**src/rtl/div.sv**
```systemverilog
// Multi-cycle 32-bit radix-2 restoring divider for DIV/DIVU.
// Returns {remainder, quotient} with ready_o; holds the result until start_i drops.
module div (
  input  logic        clk,
  input  logic        rst,
  input  logic        signed_div_i,
  input  logic [31:0] opdata1_i,
  input  logic [31:0] opdata2_i,
  input  logic        start_i,
  input  logic        annul_i,
  output logic [63:0] result_o,
  output logic        ready_o
);

  localparam int unsigned DataW = 32;
  localparam int unsigned CntW  = 6;

  typedef enum logic [1:0] {
    ST_FREE,
    ST_BYZERO,
    ST_ON,
    ST_END
  } state_t;

  state_t             state_q, state_d;
  logic [CntW-1:0]    cnt_q, cnt_d;
  logic [2*DataW:0]   dividend_q, dividend_d;
  logic [DataW-1:0]   divisor_q, divisor_d;
  logic               s1_q, s1_d;
  logic               s2_q, s2_d;
  logic [2*DataW-1:0] result_q, result_d;
  logic               ready_q, ready_d;

  logic [DataW:0]     trial;
  logic [DataW-1:0]   mag1, mag2;
  logic [DataW-1:0]   quot, rem;

  // Operand magnitudes and the trial subtraction of the current partial remainder
  always_comb begin
    mag1  = (signed_div_i && opdata1_i[DataW-1]) ? DataW'(32'd0 - opdata1_i) : opdata1_i;
    mag2  = (signed_div_i && opdata2_i[DataW-1]) ? DataW'(32'd0 - opdata2_i) : opdata2_i;
    trial = {1'b0, dividend_q[2*DataW-1:DataW]} - {1'b0, divisor_q};
    quot  = (s1_q ^ s2_q) ? DataW'(32'd0 - dividend_q[DataW-1:0]) : dividend_q[DataW-1:0];
    rem   = s1_q ? DataW'(32'd0 - dividend_q[2*DataW:DataW+1]) : dividend_q[2*DataW:DataW+1];
  end

  always_comb begin
    state_d    = state_q;
    cnt_d      = cnt_q;
    dividend_d = dividend_q;
    divisor_d  = divisor_q;
    s1_d       = s1_q;
    s2_d       = s2_q;
    result_d   = result_q;
    ready_d    = ready_q;

    unique case (state_q)
      ST_FREE: begin
        ready_d  = 1'b0;
        result_d = '0;
        if (start_i && !annul_i) begin
          if (opdata2_i == '0) begin
            state_d = ST_BYZERO;
          end else begin
            state_d    = ST_ON;
            cnt_d      = '0;
            s1_d       = signed_div_i & opdata1_i[DataW-1];
            s2_d       = signed_div_i & opdata2_i[DataW-1];
            dividend_d = {32'd0, mag1, 1'b0};
            divisor_d  = mag2;
          end
        end
      end

      ST_BYZERO: begin
        result_d = '0;
        ready_d  = 1'b1;
        state_d  = ST_END;
      end

      ST_ON: begin
        if (annul_i) begin
          state_d  = ST_FREE;
          cnt_d    = '0;
          ready_d  = 1'b0;
          result_d = '0;
        end else if (cnt_q < CntW'(DataW)) begin
          if (trial[DataW]) begin
            dividend_d = {dividend_q[2*DataW-1:0], 1'b0};
          end else begin
            dividend_d = {trial[DataW-1:0], dividend_q[DataW-1:0], 1'b1};
          end
          cnt_d = cnt_q + CntW'(1);
        end else begin
          result_d = {rem, quot};
          ready_d  = 1'b1;
          state_d  = ST_END;
          cnt_d    = '0;
        end
      end

      ST_END: begin
        // annul_i releases the result just like a dropped start_i
        if (!start_i || annul_i) begin
          ready_d  = 1'b0;
          result_d = '0;
          state_d  = ST_FREE;
        end
      end

      default: state_d = ST_FREE;
    endcase
  end

  always_ff @(posedge clk) begin
    if (rst) begin
      state_q    <= ST_FREE;
      cnt_q      <= '0;
      dividend_q <= '0;
      divisor_q  <= '0;
      s1_q       <= 1'b0;
      s2_q       <= 1'b0;
      result_q   <= '0;
      ready_q    <= 1'b0;
    end else begin
      state_q    <= state_d;
      cnt_q      <= cnt_d;
      dividend_q <= dividend_d;
      divisor_q  <= divisor_d;
      s1_q       <= s1_d;
      s2_q       <= s2_d;
      result_q   <= result_d;
      ready_q    <= ready_d;
    end
  end

  assign result_o = result_q;
  assign ready_o  = ready_q;

endmodule

```
**config.mk**
```make
export PLATFORM = sky130hd
export DESIGN_NAME = div
export DESIGN_NICKNAME = d
export VERILOG_FILES = /design/src/rtl/div.sv
export SDC_FILE = /design/constraint.sdc
export NUM_CORES = 1
export LEC_CHECK = 0
export ABC_AREA = 1
export CORE_MARGIN = 10
export CORE_UTILIZATION = 58
export DETAILED_ROUTE_END_ITERATION = 7
export PLACE_DENSITY = 0.81
export SLEW_MARGIN = 20
export SYNTH_ARGS = -nofsm -noshare
export SYNTH_HDL_FRONTEND = slang
export SYNTH_SLANG_ARGS = --single-unit
```
**constraint.sdc**
```tcl
create_clock -name clk -period 2.5 [get_ports clk]
set_clock_uncertainty 0.1 [all_clocks]
set_input_delay 0.5 -clock clk [delete_from_list [all_inputs] [get_ports clk]]
set_output_delay 0.5 -clock clk [all_outputs]
set_load 0.05 [all_outputs]
```
# Word-level counts from Yosys, hierarchy flattened
# Index checks and enable logic that the tools add are counted.
op_classes:
  add_sub_neg: 6
  mul: 0
  n_div: 0
  n_lt_le_gt_ge: 1
  eq_ne: 9
  shift: 0
  muxes: 29
  bitwise: 4
  reduce_logical: 15
ops:
  columns: ["cell", "n"]
  rows:
  - ["65-bit two-way mux", 5]
  - ["64-bit two-way mux", 3]
  - ["64-bit one-hot mux with 3 select lines", 1]
  - ["65-bit one-hot mux with 2 select lines", 1]
  - ["32-bit two-way mux", 4]
  - ["1-bit by 32-bit subtractor with 32-bit output (first input constant)", 4]
  - ["32-bit by 32-bit subtractor with 33-bit output", 1]
  - ["32-bit zero test", 1]
  - ["6-bit two-way mux", 4]
  - ["6-bit one-hot mux with 2 select lines", 1]
  - ["2-bit two-way mux", 5]
  - ["2-bit inequality test (second input constant)", 5]
  - ["3-bit AND reduction", 3]
  - ["2-bit one-hot mux with 4 select lines", 1]
  - ["6-bit by 1-bit adder with 6-bit output (second input constant)", 1]
  - ["6-bit < comparator (second input constant)", 1]
  - ["5-bit AND reduction", 1]
  - ["2-bit equality test (second input constant)", 2]
  - ["1-bit one-hot mux with 4 select lines", 1]
  - ["1-bit logical AND", 3]
  - ["1-bit two-way mux", 3]
  - ["3-bit inequality test (second input constant)", 1]
  - ["1-bit bitwise AND", 2]
  - ["2-bit by 1-bit equality test with 1-bit output (second input constant)", 1]
  - ["8 further kinds", 9]
totals:
  regBits: 172
  latch_bits: 0
  ramBits: 0
  romBits: 0
  output_inout_bits: 65
  word_cells: 72
  n_memories: 0

# Longest topological paths before layout
# Gate-level depths: netlist of run 1.
depth:
  depth_word: 5
  ltp_mapped: 16
  ltp_nobuf: 16

# Worst setup path before layout of run 1
# OpenSTA, ideal clock, no wires.
synth_timing:
  path_type: "register to register"
  from: "register dividend_q[32]"
  to: "register dividend_q[46]"
  setup_time_ns: 0.131
  arrival_time_ns: 2.021
  setup_slack_ns: 0.248
  path_stages_with_launch: 17
  n_path_buf: 1
  period_less_slack_ns: 2.252
  cell_sequence: "dfxtp_1 inv_1 ha_1 fa_1 inv_1 nand2_1 nand2_1 nand3_1 nand2_1 nand2_1 nand2_2 nand2_2 nand2_2 buf_2 nand3_1 nand3_1 a21oi_2"
synth_via:
  elab_chain_len: 5
synth_rtl:
  columns: ["item", "line", "source"]
  rows:
  - ["start: declaration", "27", "logic [2*DataW:0] dividend_q, dividend_d;"]
  - ["start signal: assignment", "128", "dividend_q <= dividend_d;"]
  - ["32-bit by 32-bit subtractor with 33-bit output", "42", "trial = {1'b0, dividend_q[2*DataW-1:DataW]} - {1'b0, divisor_q};"]
  - ["65-bit two-way mux", "88", "if (trial[DataW]) begin"]
  - ["65-bit two-way mux", "87", "end else if (cnt_q < CntW'(DataW)) begin"]
  - ["65-bit two-way mux", "82", "if (annul_i) begin"]
  - ["65-bit one-hot mux with 2 select lines", "57", "unique case (state_q)"]
# No other way between the ends. The select of a mux whose other input is x is not followed.
# A chain may end at the register's enable or synchronous reset.

# Worst setup path after layout of run 1
layout_timing:
  from: "register divisor_q[10]"
  to: "register dividend_q[40]"
layout_via:
  elab_chain_len: 5
layout_rtl:
  columns: ["item", "line", "source"]
  rows:
  - ["start: declaration", "28", "logic [DataW-1:0] divisor_q, divisor_d;"]
  - ["start signal: assignment", "129", "divisor_q <= divisor_d;"]
  - ["32-bit by 32-bit subtractor with 33-bit output", "42", null]
  - ["65-bit two-way mux", "88", null]
  - ["65-bit two-way mux", "87", null]
  - ["65-bit two-way mux", "82", null]
  - ["65-bit one-hot mux with 2 select lines", "57", null]
# No other way between the ends. The select of a mux whose other input is x is not followed.

==> out/qor.yml, run 1 <==
run_status: "finished with violations"
violations: "negative setup slack"
dpl.cell_count: 2596
clock-root-buffer: "clkbuf_16"
cts_buffers: 17
yosys_most_used_dff: "dfxtp_1"
ys_types: 47
max-vdd-ir-drop_uv: 588
layout_common_cells: "611 x nand2_1, 285 x inv_1, 215 x a21oi_1"
ys_seq_area_share_pct: 26.8
drv_cap: 0
cp_max_fo: 16
synth_area_leaders: "dfxtp_1 27%, nand2_1 18%, nand3_1 8.6%"
dieWidth_um: 169
postRouteAntennaNets: 0
grtUsageTotal_pct: 29.1
cts_hold_buf: 0
path_cells: "inv_1 > ha_1 > nand2_1 > inv_1 > nand2_1 > nor3_1 > nand2_1 > nand2_2 > nand2_2 > nand2_4 > buf_6 > buf_12 > nand2_1 > nand3_1 > a21oi_2"
grt_pass1_vias: 13800
htree_levels: 4
synthArstFlopShare_pct: 0
met2_usage_pct: 45.0
yosysWarnings: 0
fin_nets: 2450
grt_max_degree: 122
drtPass1Iterations: 8
fin_crit_sh_pct: 101
hold_viol: 0
via_count: 14800
vias_per_cell: 5.63
grt_overflow: 0
cp-end-kind: "flop"
clock.fmax_mhz: 396
cts_tree: "yes"
synth_cells: 2154
required_ns: 2.69
syn_area_mm2: 0.0129
synth_edf_count: 0
yosysTopAreaCell: "dfxtp_1"
start_util_pct: 58.9
max_slew_margin_pct: 60.4
cts_buffer_depth: 2
cp-start-kind: "flop"
synth_xor_area_share_pct: 4.15
worstHoldStart: "result_o[51]"
ios: 134
core.rowCount: 54
r2r-start: "divisor_q[10]"
drv_slew: 0
fp.dieH_um: 169
synthMuxAreaShare_pct: 0
drt_iter0_drc: 1698
setup_ws_ns: -0.0282
routed_wl_um: 43400
synth_top_family_by_area: "simple AND/OR/NAND/NOR gates"
place.port_buffers: 133
final_common_cell: "nand2_1"
hpwl_um: 33500
cts.sinks: 172
wl_per_cell_um: 16.5
antenna_found_initial: 0
grt_util_met1_pct: 38.8
fp.coreArea_mm2: 0.0218
period_minus_slack_ns: 2.53
power.leakage_nw: 7.42
yosys.area_share.adder_pct: 4.34
synth_fp_nets: 2267
clk_latency_ns: 0.44
synth_top_area_share_pct: 26.8
avgSynthCellArea_um2: 5.97
cp.arrival_ns: 2.72
yosys.area_share.simple_pct: 36.9
final-setup-viol-count: 2
tightest_slew_ns: 0.593
place.gp.congestion: 1.01
met3_usage_pct: 4.72
syn_to_final_growth_pct: 23.1
synth_compound_area_share_pct: 16.3
hold_depth: 2
finalSetupTns_ns: -0.0301
drive_above_1_share_pct: 9.57
cp_slowest_cell: "ha_1"
fin_cells: 2630
reg2regPathDepth: 15
clk_pin_slew_ns: 0.08
cpPeakStageDelay_ns: 0.40
critPathKind: "reg -> reg"
hold_class: "reg -> reg"
grt_pass1_wl_um: 69000
cp_common_cell: "nand2_1"
busiest_layer: "met2"
cp-startpoint: "divisor_q[10]"
num_antenna_cells: 0
power.density_mw_per_mm2: 725
design.die.area_mm2: 0.0285
synth_seq_cells: 172
remaining_drc_errors: 0
[per-stage QoR]
| step | instance area [um^2] | utilization, % | total power, W | worst slack, ns | hold WS [ns] |
|---|---|---|---|---|---|
| after CTS | 15700 | 72.0 | 0.0113 | 0.0188 | 0.367 |
| after global routing | 15800 | 72.5 | 0.0122 | -0.0974 | 0.388 |
| after detailed placement | 15100 | 69.3 | 0.00856 | -0.308 | 0.356 |
| after global placement | 15100 | 69.3 | 0.00845 | -0.207 | 0.347 |
| final | 15800 | 72.5 | 0.0115 | -0.0282 | 0.367 |
| after floorplan | 12900 | - | 0.00701 | 0.248 | 0.333 |
[state kept, by name, summed over array words and instances (netlist names)]
register and count:
cnt_q 6, state_q 2, s1_q 1, divisor_q 32
result_o 64, ready_o 1, dividend_q 65, s2_q 1
[critical path: cells and delay by family (launching register included)]
kind,cells,cell delay [ns]
flip-flops,1,0.33
adder cells (fa/ha/maj),1,0.40
buffers and inverters,4,0.44
AND/OR/NAND/NOR,9,1.04
AO/OA/AOI/OAI,1,0.07
[layout make-up]
cell class,instances,area [um^2]
Multi-Input combinational cell,1609,8020
Fill cell,1905,5990
Sequential cell,172,3450
Timing Repair Buffer,242,2310
Inverter,295,1110
Clock buffer,17,425
Tap cell,280,350
Clock inverter,15,170
[kinds of logic after synthesis]
group	after synthesis
AOI/OAI and AO/OA	391
buffers and inverters	374
and+or+nand+nor	1112
xor gates and xnor gates	61
adders and majority gates	44
DFF	172
[synthesized netlist by cell type, types with 41 or more instances]
master and number:
nand2_1 615, inv_1 286, nand3_1 220, a21oi_1 216, nor2_1 183, dfxtp_1 172
o21ai_0 125, clkbuf_1 44, ha_1 43, xor2_1 41
[path summary, 6_finish.rpt]
kind / endpoint / slack (ns)
max reg2reg: dividend_q[40] / -0.03
min reg2reg: result_o[51] / 0.37
min: result_o[51] / 0.37
max: dividend_q[40] / -0.03
[per-layer routing]
metal,up-vias,routed length (um)
li1,7294,-
met1,6683,18500
met2,708,19200
met3,132,3880
met4,0,1890
met5,-,0
[where the power goes]
part | internal, W | switching (W) | total (W) | leakage [nW]
combinational | 0.00178 | 0.00356 | 0.00534 | 5.74
sequential | 0.00308 | 0.000384 | 0.00347 | 1.40
clock | 0.00135 | 0.00132 | 0.00268 | 0.287
total | 0.00621 | 0.00527 | 0.0115 | 7.42
[what timing repair did]
item	4_1_cts	5_1_grt
gates resized for setup	0	26
endpoints found under the setup margin	0	36
buffers inserted	0	1
hold endpoints to repair	0	0
Note: power is estimated with default switching activity, not from simulation.
==> inputs of run 2 (changes only) <==
CORE_MARGIN = 4   (was 10)
==> run 2 against run 1 <==
Effect of this change:
- the flow now finishes without violations
- combinational power about the same
- register-to-register slack improved by 0.10 ns
- worst setup slack improved by 0.10 ns
- critical endpoint is now dividend_q[59]
==> out/qor.yml, run 2 (synthesis results as in run 1) <==
fin_nets: 2448
htree_levels: 4
hold_viol: 0
crit_buf_inv: 3
drive_above_1_share_pct: 10.1
period_minus_slack_ns: 2.43
reg2reg_setup_slack_ns: 0.07
cp_common_cell: "nand2_1"
critical-path-top-delay-family: "simple AND/OR/NAND/NOR gates"
fin_crit_sh_pct: 97.0
run_status: "completed"
routed_wl_um: 42500
ios: 134
drv_slew: 0
start_util_pct: 58.9
fp.coreArea_mm2: 0.0218
num_antenna_cells: 0
power.density_mw_per_mm2: 719
grt_max_degree: 122
met2_usage_pct: 54.2
path_cells: "inv_1 > ha_2 > fa_2 > inv_1 > nand2_1 > nand2_1 > nand3_2 > nand2_2 > nand2_1 > nand2_2 > nand2_4 > nand2_4 > buf_12 > nand3_1 > nand2_1 > a21oi_1"
remaining_drc_errors: 0
cp-end-kind: "flop"
clk_latency_ns: 0.44
clk_pin_slew_ns: 0.07
cts_buffers: 17
hold_class: "reg -> reg"
required_ns: 2.69
core.rowCount: 54
grtUsageTotal_pct: 33.3
grt_util_met1_pct: 46.0
max-vdd-ir-drop_uv: 482
antenna_found_initial: 0
placed_cell_area_mm2: 0.0151
design.die.area_mm2: 0.0246
met3_usage_pct: 4.29
cp-start-kind: "flop"
cp.arrival_ns: 2.61
nFillCells: 1916
cts_hold_buf: 0
cts_tree: "yes"
clock.fmax_mhz: 412
final_common_cell: "nand2_1"
regMostFlops: "dividend_q"
largest_reg_flops: 65
cts.sinks: 172
drv_cap: 0
drt_iter0_drc: 1821
grt_pass1_vias: 13400
hpwl_um: 32500
cts_buffer_depth: 2
wl_per_cell_um: 16.2
grt_pass1_wl_um: 66500
dieWidth_um: 157
clock-root-buffer: "clkbuf_16"
layout_common_cells: "607 x nand2_1, 286 x inv_1, 216 x nand3_1"
cp_slowest_cell: "dfxtp_2"
postRouteAntennaNets: 0
final_cell_area_mm2: 0.0159
drtPass1Iterations: 6
tightest_slew_ns: 0.678
critPathKind: "reg -> reg"
place.port_buffers: 133
max_slew_margin_pct: 54.8
fin_util_pct: 72.8
place.gp.congestion: 0.995
cp_max_fo: 16
busiest_layer: "met2"
cpPeakStageDelay_ns: 0.37
power.leakage_nw: 7.41
vias_per_cell: 5.65
via_count: 14800
grt_overflow: 0
syn_to_final_growth_pct: 23.4
final-setup-viol-count: 0
fp.dieH_um: 157
-- run 2: report_power, final --
part | total, W | switching [W] | internal [W]
combinational | 0.00532 | 0.00353 | 0.00179
clock | 0.00262 | 0.00127 | 0.00135
sequential | 0.00347 | 0.000384 | 0.00308
total | 0.0114 | 0.00519 | 0.00622
-- run 2: final timing paths --
check	startpoint	end	cells past startpoint
worst min register to register	result_o[57]	result_o[57]	2
worst min-delay path	result_o[57]	result_o[57]	2
worst max-delay path	dividend_q[32]	dividend_q[59]	16
worst max register to register	dividend_q[32]	dividend_q[59]	16
-- run 2: cell type report --
type | count | area (um^2) | area share (%)
clock buffer | 19 | 443 | 2.79
tap | 280 | 350 | 2.21
timing repair buffer | 240 | 2300 | 14.5
multi-input combinational | 1609 | 8100 | 51.0
sequential | 172 | 3450 | 21.7
clock inverter | 13 | 124 | 0.780
inverter | 295 | 1110 | 6.98
-- run 2: through the flow --
| stage | TNS, ns | hold slack [ns] | std cells | total power, W | worst slack [ns] |
|---|---|---|---|---|---|
| 6_report | 0 | 0.365 | 2628 | 0.0114 | 0.0743 |
| 4_1_cts | 0 | 0.366 | 2625 | 0.0112 | 0.0338 |
| 3_5_place_dp | -11.33 | 0.355 | 2593 | 0.00853 | -0.298 |
| 5_1_grt | -0.00826 | 0.382 | 2628 | 0.0122 | -0.00826 |
| 2_1_floorplan | 0 | 0.333 | 2154 | 0.00701 | 0.248 |
| 3_3_place_gp | -6.49 | 0.353 | 2593 | 0.00842 | -0.217 |
-- run 2: worst reg2reg max path, cell delays in order, from the launching register on --
cell and delay, ns:
dfxtp_2 0.37, inv_1 0.07, ha_2 0.19, fa_2 0.33, inv_1 0.07, nand2_1 0.08, nand2_1 0.10, nand3_2 0.08
nand2_2 0.08, nand2_1 0.06, nand2_2 0.09, nand2_4 0.08, nand2_4 0.08, buf_12 0.15, nand3_1 0.17, nand2_1 0.11
a21oi_1 0.06
-- run 2: layer usage --
metal	part of all wire (%)	vias up
met4	3.0	0
met3	8.5	89
li1	-	7312
met2	45	689
met1	43	6747
met5	0	-
-- run 2: timing repair --
| item | CTS | global route |
|---|---|---|
| pin swaps | 0 | 4 |
| setup endpoints to repair | 6 | 33 |
| buffers inserted | 0 | 1 |
| gates cloned | 0 | 2 |
| gates resized for setup | 3 | 41 |
==> inputs of run 3 (changes only) <==
CORE_UTILIZATION = 63   (was 58)
PLACE_DENSITY = 0.87   (was 0.81)
clock period = 3 ns   (was 2.5 ns; I/O delays follow)
==> run 3 against run 2 <==
Effect of this change:
- combinational power shrank 21%
- cell area down 5.0%
- first-iteration DRC count shrank 6.2%
- critical path depth up 1
- highest routed layer unchanged
- wire length down 3.9%
- sequential power decreased by 16%
- largest power group unchanged
- non-clock buffer count is 74 lower
==> out/qor.yml, run 3 (synthesis results as in run 1) <==
max_slew_margin_pct: 54.2
place.gp.congestion: 0.997
cts_setup_buffers: 0
final-setup-viol-count: 0
cts.sinks: 172
final_common_cell: "nand2_1"
via_count: 14600
multiInputGateArea_mm2: 0.00794
largest_reg_flops: 65
core.rowCount: 52
place.port_buffers: 133
antenna_found_initial: 0
drv_cap: 0
vias_per_cell: 5.74
run_status: "completed"
drv_slew: 0
placed_cell_area_mm2: 0.0145
finalSetupTns_ns: 0
drt_iter0_drc: 1709
power.leakage_nw: 7.02
start_util_pct: 63.8
reg2regPathDepth: 17
hold_class: "reg -> reg"
grt_pass1_wl_um: 64900
cp_max_fo: 16
r2r-end: "dividend_q[35]"
ctsResizeCount: 0
nFillCells: 1694
fp.coreArea_mm2: 0.0202
grt_max_degree: 122
hold_depth: 2
rsz0062_at_grt: "false"
fin_nets: 2373
design.die.area_mm2: 0.0228
r2r-start: "dividend_q[32]"
clock-root-buffer: "clkbuf_16"
final_cell_area_mm2: 0.0151
routed_wl_um: 40800
clk_pin_slew_ns: 0.07
reg2reg_setup_slack_ns: 0.29
remaining_drc_errors: 0
grtUsageTotal_pct: 35.4
cts_buffers: 17
drive_above_1_share_pct: 5.68
max-vdd-ir-drop_uv: 620
cp-start-kind: "flop"
num_antenna_cells: 0
cp-end-kind: "flop"
clock.fmax_mhz: 369
cts_hold_buf: 0
wl_per_cell_um: 16.0
htree_levels: 4
grt_overflow: 0
layout_common_cells: "614 x nand2_1, 286 x inv_1, 220 x nand3_1"
crit_end: "dividend_q[35]"
cts_buffer_depth: 2
power.density_mw_per_mm2: 621
regMostFlops: "dividend_q"
hold_viol: 0
postRouteAntennaNets: 0
fp.dieH_um: 151
grt_pass1_vias: 12900
fin_crit_sh_pct: 90.4
dieWidth_um: 151
critPathKind: "reg -> reg"
period_minus_slack_ns: 2.71
hpwl_um: 31500
cp.arrival_ns: 2.91
ios: 134
cts_tree: "yes"
tightest_slew_ns: 0.686
cp-startpoint: "dividend_q[32]"
syn_to_final_growth_pct: 17.2
required_ns: 3.20
drtPass1Iterations: 6
regArea_mm2: 0.00344
clk_latency_ns: 0.44
[run 3: cell count changes in the layout (fill, tap and decap cells not counted), sizes merged]
| cell | before | now |
|---|---|---|
| inv | 302 | 301 |
| buf | 107 | 34 |
| clkinvlp | 2 | 0 |
| clkbuf | 20 | 18 |
| clkinv | 4 | 8 |
| nor2 | 191 | 190 |
[run 3: worst min path at each step]
stage          slack (ns)      endpoint          from
2_1_floorplan        0.33  divisor_q[2]  divisor_q[2]
3_3_place_gp         0.35  result_o[41]  result_o[41]
3_5_place_dp         0.36  result_o[43]  result_o[43]
4_1_cts              0.37  result_o[43]  result_o[43]
5_1_grt              0.38  result_o[44]  result_o[44]
6_report             0.36  result_o[43]  result_o[43]
[run 3: worst max-delay path, stage by stage, from the launching register on]
cell,delay [ns]
dfxtp_1,0.34
inv_1,0.09
ha_1,0.22
fa_1,0.36
inv_1,0.13
nand2_1,0.10
nand2_1,0.07
nand3_1,0.06
nand2_1,0.11
nand2_1,0.07
nand2_2,0.12
nand2_2,0.07
nand2_2,0.16
buf_12,0.19
buf_12,0.14
o21ai_1,0.07
nand3_1,0.07
a21oi_1,0.06
[run 3: per-layer routing]
layer | track usage (%) | vias to the layer above | wire, um | part of all wire, %
met2 | 55.3 | 752 | 18100 | 44
met1 | 51.2 | 6598 | 17900 | 44
met5 | 0 | - | 0 | 0
met3 | 4.34 | 93 | 3710 | 9.1
li1 | - | 7147 | - | -
met4 | 10.5 | 0 | 1130 | 2.8
[run 3: layout make-up]
class / count / share of cell area, %
multi-input cells: 1608 / 52.7
flip-flops and latches: 172 / 22.8
repair buffers: 166 / 10.9
inverters: 295 / 7.34
clock buffers: 18 / 2.91
well taps: 270 / 2.24
clock inverters: 14 / 1.14
[run 3: power by group]
group / switching, W / internal (W)
registers: 0.000328 / 0.00257
clock network: 0.00112 / 0.00116
logic: 0.00289 / 0.00131
total: 0.00433 / 0.00504
[run 3: through the flow]
step	utilization, %	cells	power [W]	hold WS [ns]	worst slack (ns)
2_1_floorplan	-	2154	0.00584	0.333	0.748
3_3_place_gp	71.7	2511	0.00686	0.352	0.108
3_5_place_dp	71.7	2511	0.00696	0.355	0.0312
4_1_cts	74.8	2543	0.00922	0.366	0.329
5_1_grt	74.8	2543	0.00996	0.380	0.112
6_report	74.8	2543	0.00937	0.363	0.287
